File: config.mk
export PLATFORM = sky130hd
export DESIGN_NAME = qs_fifo_drain
export DESIGN_NICKNAME = d
export VERILOG_FILES = /design/src/rtl/qs_fifo_pkg.sv /design/src/rtl/qs_skid_buf.sv /design/src/rtl/qs_fifo_drain.sv
export SDC_FILE = /design/constraint.sdc
export NUM_CORES = 1
export LEC_CHECK = 0
export BUFFER_PORTS_ARGS = -buffer_cell sky130_fd_sc_hd__buf_2
export CAP_MARGIN = 25
export CORE_MARGIN = 3
export CORE_UTILIZATION = 40
export DETAILED_ROUTE_END_ITERATION = 6
export HOLD_SLACK_MARGIN = 0.03
export MAX_ROUTING_LAYER = met4
export PLACE_DENSITY = 0.73
export SETUP_SLACK_MARGIN = 0.15
export SLEW_MARGIN = 20
export SYNTH_ARGS = -nofsm -noshare
export SYNTH_HDL_FRONTEND = slang
export SYNTH_SLANG_ARGS = --single-unit
File: constraint.sdc
create_clock -name clk -period 4 [get_ports clk]
set_input_delay 0.6 -clock clk [delete_from_list [all_inputs] [get_ports clk]]
set_output_delay 0.6 -clock clk [all_outputs]
set_load 0.02 [all_outputs]
File: src/rtl/qs_fifo_pkg.sv
// Shared types for the FIFO pop-side drain: FSM state encoding and output buffer depth.
package qs_fifo_pkg;

  typedef enum logic [1:0] {
    ST_IDLE  = 2'd0,
    ST_RUN   = 2'd1,
    ST_FLUSH = 2'd2
  } state_t;

  localparam int buf_depth = 2;

endpackage

File: src/rtl/qs_skid_buf.sv
// Two-slot valid/ready buffer with wrapping 1-bit pointers and a synchronous clear.
module qs_skid_buf
  import qs_fifo_pkg::*;
#(
  parameter int DATA_W = 8
) (
  input  logic              clk,
  input  logic              reset_n,
  input  logic              clear,
  input  logic              in_valid,
  input  logic [DATA_W-1:0] in_data,
  output logic              out_valid,
  input  logic              out_ready,
  output logic [DATA_W-1:0] out_data,
  output logic [1:0]        count
);

  logic [DATA_W-1:0] mem [buf_depth];
  logic              wr_ptr;
  logic              rd_ptr;
  logic              push;
  logic              pop;

  assign out_valid = (count != 2'd0);
  assign out_data  = mem[rd_ptr];
  assign pop       = out_valid && out_ready;
  // The writer only offers data when a slot is free; the guard keeps a full buffer intact anyway.
  assign push      = in_valid && (count != 2'(buf_depth));

  always_ff @(posedge clk or negedge reset_n) begin
    if (!reset_n) begin
      count  <= 2'd0;
      wr_ptr <= 1'b0;
      rd_ptr <= 1'b0;
    end else if (clear) begin
      count  <= 2'd0;
      wr_ptr <= 1'b0;
      rd_ptr <= 1'b0;
    end else begin
      if (push) wr_ptr <= ~wr_ptr;
      if (pop)  rd_ptr <= ~rd_ptr;
      case ({push, pop})
        2'b10:   count <= count + 2'd1;
        2'b01:   count <= count - 2'd1;
        default: count <= count;
      endcase
    end
  end

  // Storage is left unreset; out_valid gates every use of it.
  always_ff @(posedge clk) begin
    if (push && !clear) mem[wr_ptr] <= in_data;
  end

endmodule

File: src/rtl/qs_fifo_drain.sv
// Pops words from a FIFO into a 2-entry buffer and streams them out with a per-burst last flag;
// a flush request discards the buffer and empties the FIFO.
module qs_fifo_drain
  import qs_fifo_pkg::*;
#(
  parameter int DATA_W    = 8,
  parameter int BURST_LEN = 4
) (
  input  logic              clk,
  input  logic              reset_n,
  input  logic              enable_i,
  input  logic              flush_i,
  input  logic              fifo_empty_i,
  output logic              fifo_pop_o,
  input  logic [DATA_W-1:0] fifo_pop_data_i,
  output logic              m_valid_o,
  input  logic              m_ready_i,
  output logic [DATA_W-1:0] m_data_o,
  output logic              m_last_o,
  output logic              busy_o,
  output logic              flush_done_o
);

  localparam int CNT_W = $clog2(BURST_LEN) + 1;

  state_t            state;
  state_t            state_nxt;
  logic [CNT_W-1:0]  beat_cnt;
  logic [1:0]        buf_cnt;
  logic              buf_valid;
  logic [DATA_W-1:0] buf_data;
  logic              flush_entry;
  logic              push;
  logic              xfer;

  always_ff @(posedge clk or negedge reset_n) begin
    if (!reset_n) state <= ST_IDLE;
    else          state <= state_nxt;
  end

  // Pops depend only on registered state and fifo_empty_i, never on m_ready_i.
  always_comb begin
    state_nxt    = state;
    fifo_pop_o   = 1'b0;
    flush_done_o = 1'b0;
    flush_entry  = 1'b0;
    case (state)
      ST_IDLE: begin
        if (flush_i) begin
          state_nxt   = ST_FLUSH;
          flush_entry = 1'b1;
        end else if (enable_i) begin
          state_nxt = ST_RUN;
        end
      end
      ST_RUN: begin
        fifo_pop_o = !fifo_empty_i && (buf_cnt < 2'(buf_depth));
        if (flush_i) begin
          state_nxt   = ST_FLUSH;
          flush_entry = 1'b1;
        end else if (!enable_i) begin
          state_nxt = ST_IDLE;
        end
      end
      ST_FLUSH: begin
        fifo_pop_o = !fifo_empty_i;
        if (fifo_empty_i) begin
          state_nxt    = ST_IDLE;
          flush_done_o = 1'b1;
        end
      end
      default: state_nxt = ST_IDLE;
    endcase
  end

  assign push      = fifo_pop_o && (state == ST_RUN);
  assign m_valid_o = buf_valid && (state != ST_FLUSH);
  assign xfer      = m_valid_o && m_ready_i;
  assign m_data_o  = m_valid_o ? buf_data : '0;
  assign m_last_o  = m_valid_o && (beat_cnt == CNT_W'(BURST_LEN - 1));
  assign busy_o    = (state != ST_IDLE) || (buf_cnt != 2'd0);

  always_ff @(posedge clk or negedge reset_n) begin
    if (!reset_n) begin
      beat_cnt <= '0;
    end else if (flush_entry) begin
      beat_cnt <= '0;
    end else if (xfer) begin
      if (beat_cnt == CNT_W'(BURST_LEN - 1)) beat_cnt <= '0;
      else                                   beat_cnt <= beat_cnt + CNT_W'(1);
    end
  end

  qs_skid_buf #(
    .DATA_W(DATA_W)
  ) u_buf (
    .clk      (clk),
    .reset_n  (reset_n),
    .clear    (flush_entry),
    .in_valid (push),
    .in_data  (fifo_pop_data_i),
    .out_valid(buf_valid),
    .out_ready(xfer),
    .out_data (buf_data),
    .count    (buf_cnt)
  );

endmodule

==> reports/metrics.cfg <==
[run_status]
status=complete, no violations

[cells_and_area]
area_growth_syn_to_layout_pct=14.99
final_common_cell=buf_2
nets=145
layout-drive-gt1-share=0.2778
final_cell_mix=26 x buf_2, 16 x edfxtp_1, 10 x mux2i_1, 10 x nor2_1, 9 x dfrtp_1
diodes=0
fin_cells=157
fillers=244

[sta]
worst_clock_skew_ns=0.003547
slew_violations=0
fmax_mhz=396.6
worst_pin_slew_ns=0.9619
rsz0062_at_grt=false
slew_headroom=0.3571
period_minus_slack_ns=2.522
hold_viol_final=0
fin_tns_setup_ns=0
min_period_over_period=0.6304
setup_viol=0

[logic_synthesis]
ys_seq_area_frac=0.5791
synth_area_leader_cell=edfxtp_1
synth_nets=117
synth_cell_types=36
synth_area_leaders=edfxtp_1 39%, dfrtp_1 18%, mux2i_1 8.2%, ha_1 4.1%, nor2_1 3.1%
synth_top_area_share=0.3943
synth_edf_count=16
avgSynthCellArea_sq_um=12.31
async_flop_share=0.3600
synth-seq-cells=25
synthCells=99
synth_top_flop_cell=edfxtp_1
syn-cell-area_sq_um=1219
yosysWarnings=0

[placement]
globalplace.congestion=0.8594
placed_cells=153
io_buffers=26
hpwl_mm=1.675

[cts]
path_clk_slew_ns=0.14
postCtsSetupBuffers=0
clock_insertion_delay_worst_skew_ns=0.32
numCtsBuffers=3
htree_levels=1
clockBufferDepth=2
cts_tree=yes
cts-resized-gates=0
hold_buffers=0
clock-root-buffer=clkbuf_4
clock_sinks=25

[run]
max-cap-violations=0

[setup_path]
worstSetupPathType=reg2out
crit_required_ns=3.40
path_max_fanout=10
crit_arrival_ns=1.92
critPathLaunchType=register
end_kind=output port

[routing]
drt-total-wl_mm=2.261
final_antenna_net_count=0
post_drt_wl_per_cell_microns=14.40
remaining_drc_errors=0
dr.pass1.iters=4
drt_iter0_markers=16
viasPerCell=5.363
vias=842

[global_route]
grt_first_pass_wirelength_mm=3.739
antenna_found_initial=0
grt_use_total=0.1403
grt_pass1_vias=813
overflow=0
grt_start_max_net_pins=15

[die]
die_x_microns=61.20
initial_core_util=0.4308
fp.coreArea_sq_um=2829
io_pins=27
rows=19
dieArea_sq_um=3745
die_h_microns=61.20

[pwr]
powerDensity_nw_per_um2=541.4
vdd_drop_max_uv=272.2
p_leak_uw=0.0005810

[min_path]
hp-class=in2async

==> final timing paths <==
check	slack (ns)	end	from	cells after the start
max in group asynchronous	3.71	beat_cnt[0]	reset_n	1
hold reg to reg	0.51	beat_cnt[2]	beat_cnt[2]	2
setup / recovery	1.48	m_data_o[5]	state[0]	6
hold / removal	0.11	state[0]	reset_n	1
min in group clk	0.46	u_buf.mem[0][4]	fifo_pop_data_i[4]	1
setup reg to reg	1.70	u_buf.mem[1][6]	state[1]	4
==> cells by family (layout without fill, tap and decap cells) <==
group,Yosys count,in the layout,synth area share
adder cells (fa/ha/maj),4,4,0.04107
AO/OA/AOI/OAI,18,18,0.08522
AND/OR/NAND/NOR,30,30,0.1550
XOR/XNOR,1,1,0.007188
multiplexers,11,11,0.09138
buffers and inverters,10,37,0.04106
flip-flops,25,25,0.5791
==> worst max-delay path, stage by stage (launching register included) <==
cell and delay (ns):
dfrtp_1 0.40, inv_1 0.09, ha_1 0.28, inv_1 0.11, o21ai_1 0.41, nor2_1 0.12, buf_2 0.19
==> routing by layer <==
layer,global-route usage,share of wire,wire length (microns),up-vias
met1,0.1791,0.42,947,407
met2,0.2251,0.55,1250,17
met4,0.04644,0.0040,9,0
li1,-,-,-,416
met5,-,0,0,-
met3,0.02516,0.024,54,2
==> stage by stage <==
stage                     total power [uW]  setup WS [ns]  cell area (sq um)  hold slack, ns    util
after detailed placement             652.1          1.682               1374          0.4707  0.4856
after global routing                 810.5          1.282               1401          0.1029  0.4954
after floorplan                      571.2          1.619               1219          0.3044       -
after global placement               639.7          1.740               1374          0.4674  0.4856
after CTS                            764.7          1.446               1401          0.1088  0.4954
final                                758.8          1.478               1401          0.1059  0.4954
==> cell type report <==
type / count / area, sq um / area share
Sequential cell: 25 / 705.7 / 0.5036
Inverter: 6 / 22.52 / 0.01607
Multi-Input combinational cell: 64 / 469.2 / 0.3348
Timing Repair Buffer: 27 / 137.6 / 0.09821
Clock inverter: 1 / 5.005 / 0.003571
Clock buffer: 3 / 22.52 / 0.01607
Tap cell: 31 / 38.79 / 0.02768
==> sequential cells by signal, summed over array words and instances, names as in the netlist <==
signal,count
beat_cnt,3
u_buf.wr_ptr,1
u_buf.rd_ptr,1
u_buf.count,2
state,2
u_buf.mem,16
==> power breakdown <==
group	switching, uW	internal [uW]	leakage [uW]
clock network	75.5	37.4	0.0000177
registers	43.5	310	0.000267
logic	172	120	0.000297
total	291	468	0.000581
==> synth_stat cells, drive strengths merged, types with 2 or more instances <==
| cell | instances |
|---|---|
| nor2 | 11 |
| nor3b | 2 |
| nand2 | 2 |
| dfrtp | 9 |
| ha | 4 |
| a21oi | 7 |
| nand2b | 3 |
| edfxtp | 16 |
| nor4 | 2 |
| buf | 3 |
| or3 | 2 |
| o21ai | 5 |
| inv | 6 |
| mux2i | 10 |
No activity file was read; power rests on OpenSTA's default activity.
